[config.mk]
export PLATFORM = sky130hd
export DESIGN_NAME = rowcache_miss_sched_flat
export DESIGN_NICKNAME = d
export VERILOG_FILES = /design/src/rtl/rowcache_miss_sched_pkg.sv /design/src/rtl/rowcache_miss_sched_if.sv /design/src/rtl/rowcache_miss_sched_rr_arbiter.sv /design/src/rtl/rowcache_miss_sched.sv /design/src/flat_wrapper.sv
export SDC_FILE = /design/constraint.sdc
export NUM_CORES = 1
export LEC_CHECK = 0
export BUFFER_PORTS_ARGS = -buffer_cell sky130_fd_sc_hd__buf_4
export CORE_AREA = 2 2 147 149
export DETAILED_ROUTE_END_ITERATION = 6
export DIE_AREA = 0 0 149 151
export GPL_TIMING_DRIVEN = 0
export HOLD_SLACK_MARGIN = 0.08
export PLACE_DENSITY = 0.81
export SLEW_MARGIN = 5
export SYNTH_ARGS = -nofsm -noshare
export SYNTH_HDL_FRONTEND = slang
export SYNTH_SLANG_ARGS = --single-unit
export TNS_END_PERCENT = 20
[constraint.sdc]
create_clock -name clk -period 3.95 [get_ports clk]
set_input_delay 0.395 -clock clk [delete_from_list [all_inputs] [get_ports clk]]
set_output_delay 0.395 -clock clk [all_outputs]
set_load 0.1 [all_outputs]
[src/rtl/rowcache_miss_sched_pkg.sv]
// Shared types and widths for the row-cache miss scheduler.
// Holds the FSM encoding, DMA command and latched-miss bundles.
package rowcache_pkg;

  localparam int NREQ      = 4;
  localparam int CHWIDTH   = 5;
  localparam int ADDRWIDTH = 17;
  localparam int HADDRW    = 64;
  localparam int ROWB_LOG2 = 13;
  localparam int GIDW      = $clog2(NREQ);
  localparam int SLOTW     = GIDW + CHWIDTH;

  typedef enum logic [2:0] {
    IDLE,
    WB_REQ,
    WB_WAIT,
    FILL_REQ,
    FILL_WAIT,
    DONE
  } state_t;

  typedef struct packed {
    logic              wr;
    logic [HADDRW-1:0] addr;
    logic [SLOTW-1:0]  slot;
  } dma_cmd_t;

  typedef struct packed {
    logic [ADDRWIDTH-1:0] row;
    logic [CHWIDTH-1:0]   slot;
    logic [ADDRWIDTH-1:0] vic_row;
  } miss_req_t;

  function automatic logic [HADDRW-1:0] row_addr(
    input logic [HADDRW-1:0]    base,
    input logic [GIDW-1:0]      gid,
    input logic [ADDRWIDTH-1:0] row
  );
    logic [HADDRW-1:0] line;
    line = HADDRW'({gid, row});
    return base + (line << ROWB_LOG2);
  endfunction

endpackage

[src/rtl/rowcache_miss_sched_if.sv]
// Host DMA command port: valid/ready command plus done pulse.
// The scheduler is master; the DMA engine is slave.
interface rowcache_miss_sched_if;
  import rowcache_pkg::*;

  logic              dma_valid;
  logic              dma_ready;
  logic              dma_wr;
  logic [HADDRW-1:0] dma_addr;
  logic [SLOTW-1:0]  dma_slot;
  logic              dma_done;

  modport master (
    output dma_valid, dma_wr, dma_addr, dma_slot,
    input  dma_ready, dma_done
  );

  modport slave (
    input  dma_valid, dma_wr, dma_addr, dma_slot,
    output dma_ready, dma_done
  );

endinterface

[src/rtl/rowcache_miss_sched_rr_arbiter.sv]
// Round-robin pick: first request at or after ptr, wrapping.
// Purely combinational; the caller owns the pointer register.
module rr_arbiter #(
  parameter int NREQ = 4
) (
  input  logic [NREQ-1:0]         req,
  input  logic [$clog2(NREQ)-1:0] ptr,
  output logic [NREQ-1:0]         gnt,
  output logic [$clog2(NREQ)-1:0] id,
  output logic                    any
);

  localparam int GW = $clog2(NREQ);

  logic [GW-1:0] idx;
  logic          hit;

  // scan from ptr upward; power-of-2 NREQ makes idx wrap for free
  always_comb begin
    gnt = '0;
    id  = '0;
    hit = 1'b0;
    idx = '0;
    for (int i = 0; i < NREQ; i++) begin
      idx = ptr + GW'(i);
      if (!hit && req[idx]) begin
        hit      = 1'b1;
        gnt[idx] = 1'b1;
        id       = idx;
      end
    end
  end

  assign any = |req;

endmodule

[src/rtl/rowcache_miss_sched.sv]
// Shared miss handler: arbitrates bank misses, issues optional
// victim write-back then row fill over one DMA port, then syncs.
module rowcache_miss_sched
  import rowcache_pkg::*;
(
  input  logic                      clk,
  input  logic                      rst,
  input  logic [NREQ-1:0]           req,
  input  logic [NREQ*ADDRWIDTH-1:0] req_row,
  input  logic [NREQ*CHWIDTH-1:0]   req_slot,
  input  logic [NREQ-1:0]           req_vic_valid,
  input  logic [NREQ-1:0]           req_vic_dirty,
  input  logic [NREQ*ADDRWIDTH-1:0] req_vic_row,
  output logic [NREQ-1:0]           sync,
  output logic                      busy,
  output logic [GIDW-1:0]           grant_id,
  input  logic [HADDRW-1:0]         host_base,
  rowcache_miss_sched_if.master     dma,
  output logic [31:0]               miss_cnt,
  output logic [31:0]               wb_cnt
);

  state_t          st, nxt;
  logic [NREQ-1:0] gnt;
  logic [GIDW-1:0] arb_id;
  logic [GIDW-1:0] gid_q;
  logic [GIDW-1:0] ptr_q;
  logic            any;
  logic            wb_need;
  miss_req_t       sel;
  miss_req_t       mr_q;
  dma_cmd_t        cmd;
  logic [31:0]     miss_cnt_q;
  logic [31:0]     wb_cnt_q;

  rr_arbiter #(.NREQ(NREQ)) u_arb (
    .req (req),
    .ptr (ptr_q),
    .gnt (gnt),
    .id  (arb_id),
    .any (any)
  );

  // mux the granted bank's request fields
  always_comb begin
    sel = '0;
    for (int i = 0; i < NREQ; i++) begin
      if (gnt[i]) begin
        sel.row     = req_row[i*ADDRWIDTH +: ADDRWIDTH];
        sel.slot    = req_slot[i*CHWIDTH +: CHWIDTH];
        sel.vic_row = req_vic_row[i*ADDRWIDTH +: ADDRWIDTH];
      end
    end
  end

  assign wb_need = |(gnt & req_vic_valid & req_vic_dirty);

  // state register
  always_ff @(posedge clk or posedge rst) begin
    if (rst) st <= IDLE;
    else     st <= nxt;
  end

  // next-state logic
  always_comb begin
    nxt = st;
    unique case (st)
      IDLE:      if (any) nxt = wb_need ? WB_REQ : FILL_REQ;
      WB_REQ:    if (dma.dma_ready) nxt = WB_WAIT;
      WB_WAIT:   if (dma.dma_done) nxt = FILL_REQ;
      FILL_REQ:  if (dma.dma_ready) nxt = FILL_WAIT;
      FILL_WAIT: if (dma.dma_done) nxt = DONE;
      DONE:      nxt = IDLE;
      default:   nxt = IDLE;
    endcase
  end

  // capture the granted request; bank inputs are ignored afterwards
  always_ff @(posedge clk or posedge rst) begin
    if (rst) begin
      mr_q  <= '0;
      gid_q <= '0;
      ptr_q <= '0;
    end else if (st == IDLE && any) begin
      mr_q  <= sel;
      gid_q <= arb_id;
      ptr_q <= arb_id + GIDW'(1);
    end
  end

  // saturating service counters
  always_ff @(posedge clk or posedge rst) begin
    if (rst) begin
      miss_cnt_q <= '0;
      wb_cnt_q   <= '0;
    end else begin
      if (st == WB_REQ && dma.dma_ready && wb_cnt_q != '1)
        wb_cnt_q <= wb_cnt_q + 32'd1;
      if (st == DONE && miss_cnt_q != '1)
        miss_cnt_q <= miss_cnt_q + 32'd1;
    end
  end

  // command and sync outputs, decoded from state
  always_comb begin
    cmd  = '0;
    sync = '0;
    unique case (st)
      WB_REQ: begin
        cmd.wr   = 1'b1;
        cmd.addr = row_addr(host_base, gid_q, mr_q.vic_row);
        cmd.slot = {gid_q, mr_q.slot};
      end
      FILL_REQ: begin
        cmd.wr   = 1'b0;
        cmd.addr = row_addr(host_base, gid_q, mr_q.row);
        cmd.slot = {gid_q, mr_q.slot};
      end
      DONE:    sync[gid_q] = 1'b1;
      default: ;
    endcase
  end

  assign dma.dma_valid = (st == WB_REQ) || (st == FILL_REQ);
  assign dma.dma_wr    = cmd.wr;
  assign dma.dma_addr  = cmd.addr;
  assign dma.dma_slot  = cmd.slot;
  assign busy          = (st != IDLE);
  assign grant_id      = gid_q;
  assign miss_cnt      = miss_cnt_q;
  assign wb_cnt        = wb_cnt_q;

endmodule
[src/flat_wrapper.sv]
// flat-port wrapper written by rule: the top's interface ports become plain ports
module rowcache_miss_sched_flat import rowcache_pkg::*;
  (clk, rst, req, req_row, req_slot, req_vic_valid, req_vic_dirty, req_vic_row, sync, busy, grant_id, host_base, miss_cnt, wb_cnt, dma_dma_valid, dma_dma_wr, dma_dma_addr, dma_dma_slot, dma_dma_ready, dma_dma_done);
  rowcache_miss_sched_if dma_i ();
  input  logic clk;
  input  logic rst;
  input  logic [NREQ-1:0] req;
  input  logic [NREQ*ADDRWIDTH-1:0] req_row;
  input  logic [NREQ*CHWIDTH-1:0] req_slot;
  input  logic [NREQ-1:0] req_vic_valid;
  input  logic [NREQ-1:0] req_vic_dirty;
  input  logic [NREQ*ADDRWIDTH-1:0] req_vic_row;
  output logic [NREQ-1:0] sync;
  output logic busy;
  output logic [GIDW-1:0] grant_id;
  input  logic [HADDRW-1:0] host_base;
  output logic [31:0] miss_cnt;
  output logic [31:0] wb_cnt;
  output wire logic [$bits(dma_i.dma_valid)-1:0] dma_dma_valid;
  output wire logic [$bits(dma_i.dma_wr)-1:0] dma_dma_wr;
  output wire logic [$bits(dma_i.dma_addr)-1:0] dma_dma_addr;
  output wire logic [$bits(dma_i.dma_slot)-1:0] dma_dma_slot;
  input wire logic [$bits(dma_i.dma_ready)-1:0] dma_dma_ready;
  input wire logic [$bits(dma_i.dma_done)-1:0] dma_dma_done;
  assign dma_dma_valid = dma_i.dma_valid;
  assign dma_dma_wr = dma_i.dma_wr;
  assign dma_dma_addr = dma_i.dma_addr;
  assign dma_dma_slot = dma_i.dma_slot;
  assign dma_i.dma_ready = dma_dma_ready;
  assign dma_i.dma_done = dma_dma_done;
  rowcache_miss_sched u_core (.clk(clk), .rst(rst), .req(req), .req_row(req_row), .req_slot(req_slot), .req_vic_valid(req_vic_valid), .req_vic_dirty(req_vic_dirty), .req_vic_row(req_vic_row), .sync(sync), .busy(busy), .grant_id(grant_id), .host_base(host_base), .dma(dma_i), .miss_cnt(miss_cnt), .wb_cnt(wb_cnt));
endmodule
==> flow_summary.ini <==
[setup_path]
crit_type = flip-flop to output pin
ff2ff_path_depth = 12
end_kind = output pin
arrival_ns = 3.63
critPathMaxFanout = 8
startpoint_type = flip-flop
cp.required_ns = 3.56

[power_and_ir_drop]
p_leak_nw = 6.247
p_per_area_mw_per_mm2 = 993.4
p_total_w = 0.01408
peakVddDrop_mv = 0.6131

[grt]
grt_util_met2_pct = 57.56
gr-usage-all-layers_pct = 33.22
met1_usage_pct = 40.23
grt_pass1_vias = 10550
gr-usage-met3_pct = 7.410
grt_pass1_wl_mm = 58.11
top_usage_layer = met2
grt_max_degree = 70
antenna_found_initial = 2
grt_overflow = 0

[detailed_routing]
drt_iter0_markers = 702
wl_mm = 38.35
drtAntennaViolNets = 0
drcViolationCount = 0
wl_per_cell_um = 21.44
vias = 10710
viasPerCell = 5.988
first_pass_iters = 5

[yosys]
synth_top_cells_by_count = dfrtp_1, nor2_1, a21oi_1
synthCells = 1096
netlist.area_leader.share_pct = 29.89
yosysMostFrequentCell = dfrtp_1
synth_top_area_cell = dfrtp_1
ys.warnings.count = 0
syn_avg_cell_area_um2 = 8.403
synth_edf_count = 0
syn_area_mm2 = 0.009210
yosys_register_bits = 110
synth-main-ff-cell = dfrtp_1
ys_seq_area_share_pct = 29.89
postSynthNetCount = 1363
synthTopCellsByArea = dfrtp_1, a21oi_1, and4_1
synthArstFlopShare_pct = 100.0
yosysUniqueCellTypes = 74

[finish]
n_fill_cell = 1649
nNetsFinal = 1775
drive_gt1_share_pct = 41.24
finish.utilization_pct = 68.06
area_growth_pct = 53.87
final_area_mm2 = 0.01417

[floorplanning]
die_area_mm2 = 0.02250
die_w_um = 149
start_util_pct = 44.23
row_count = 53
ios = 380
core-area_mm2 = 0.02082
die_h_um = 151

[clock_tree]
clkTransAtPathRegs_ns = 0.08
ctsLongestPathBuffers = 2
h-tree-depth = 3
cts_made_buffers = 9
cts_sinks = 110
cts_tree = built
root_buffer = clkbuf_16
worstSkewPairLatency_ns = 0.37

[status]
status = finished, violations left
violations = setup timing

[min_path]
hold_path.class = input pin to flip-flop
whs_path_depth = 2

[sta]
finalSetupViolations = 14
rsz0062_at_grt = yes
finalHoldViolations = 0
skew_ns = 0.01445
relSlewSlack_pct = 17.07
setup_ws_ns = -0.07742
max_freq_mhz = 248.3
fin_crit_sh_pct = 102.0
drv_slew = 0
tightest_slew_ns = 1.244
fin_crit_ns = 4.027
finalSetupTns_ns = -0.3694

[place]
portBuffers = 378
dpl.hpwl_mm = 29.54
gp_congestion = 0.9773
placed_cell_area_mm2 = 0.01285

[job]
maxCapViolations = 0
## worst max-delay path, stage by stage, from the launching register on
cell and delay (ns):
dfrtp_1 0.39, inv_2 0.08, nand2_4 0.07, inv_8 0.08, nand2_8 0.08, clkbuf_16 0.19, mux2_4 0.33, ha_4 0.30
and3_4 0.19, o211a_1 0.16, a21boi_4 0.28, o21ai_4 0.15, a2111oi_4 0.44, mux2i_4 0.32, buf_12 0.20
## worst paths after layout
| check | from | endpoint | slack [ns] |
|---|---|---|---|
| min | dma_dma_ready | u_core.st[0]$_DFFE_PP0P_ | 0.26 |
| max | u_core.st[2]$_DFFE_PP0P_ | dma_dma_addr[62] | -0.08 |
| min in group asynchronous | rst | u_core.wb_cnt[31]$_DFFE_PP0P_ | 0.59 |
| min reg2reg | u_core.wb_cnt[9]$_DFFE_PP0P_ | u_core.wb_cnt[9]$_DFFE_PP0P_ | 0.49 |
| max in group asynchronous | rst | u_core.ptr_q[0]$_DFFE_PP0P_ | 2.66 |
| max reg2reg | u_core.ptr_q[1]$_DFFE_PP0P_ | u_core.mr_q[3]$_DFFE_PP0P_ | 0.15 |
## flip-flops by register name (all words and copies together), names as in the netlist
name and flops:
u_core.grant_id 2, u_core.miss_cnt 32, u_core.mr_q 39, u_core.ptr_q 2, u_core.wb_cnt 32, u_core.st 3
## power by group
| part | switching (W) | internal, W | total, W |
|---|---|---|---|
| registers | 0.000262 | 0.00142 | 0.00168 |
| logic | 0.00775 | 0.00371 | 0.0115 |
| clock network | 0.000485 | 0.000451 | 0.000936 |
## layout make-up
cell class / count / area [um^2] / share of cell area, %
flip-flops and latches: 110 / 2756 / 19.45
plain buffers: 70 / 440.4 / 3.108
inverters: 37 / 151.4 / 1.068
multi-input cells: 878 / 6820 / 48.13
diodes: 1 / 2.502 / 0.01766
clock inverters: 7 / 77.57 / 0.5474
clock buffers: 9 / 225.2 / 1.589
well taps: 275 / 344.1 / 2.428
repair buffers: 402 / 3353 / 23.66
## placed cells by master, fill, tap and decap left out, types with 19 or more instances in the layout
cell type / instances
buf_4: 372
dfrtp_1: 107
nor2_1: 95
nand2_1: 68
a21oi_1: 63
and4_1: 46
o21ai_0: 46
o22ai_1: 41
xnor2_1: 38
nand3_1: 37
clkbuf_1: 37
inv_1: 34
xor2_1: 32
and2_1: 31
nand4_1: 23
buf_6: 22
a221oi_2: 22
a221oi_1: 19
## cell families after synthesis
group / count (synthesis) / synth area share (%)
multiplexers: 42 / 5.244
buffers and inverters: 109 / 5.556
flip-flops: 110 / 29.89
XOR/XNOR: 70 / 6.657
adder cells (fa/ha/maj): 31 / 4.293
AO/OA/AOI/OAI: 313 / 23.31
AND/OR/NAND/NOR: 421 / 25.05
## what timing repair did
item / in CTS / in global routing
hold endpoints to repair: 41 / 0
hold buffers: 1 / 0
pin swaps: 25 / 18
setup endpoints to repair: 46 / 42
setup buffers: 14 / 4
gates cloned: 4 / 1
gates resized for setup: 149 / 32
## stage by stage
stage	worst slack, ns	instances	hold WS [ns]
3_3_place_gp	-0.7515	1749	0.4798
2_1_floorplan	-0.1030	1096	0.5028
3_5_place_dp	-0.6796	1750	0.4381
5_1_grt	-0.2010	1789	0.2450
6_report	-0.07742	1789	0.2569
4_1_cts	-0.02426	1784	0.2417
## routing by layer
layer	vias to the layer above	share of wire, %
met3	94	8.8
met4	2	3.9
met1	5129	39
met2	579	48
li1	4908	-
met5	-	0.034
No activity file was read; power rests on OpenSTA's default activity.
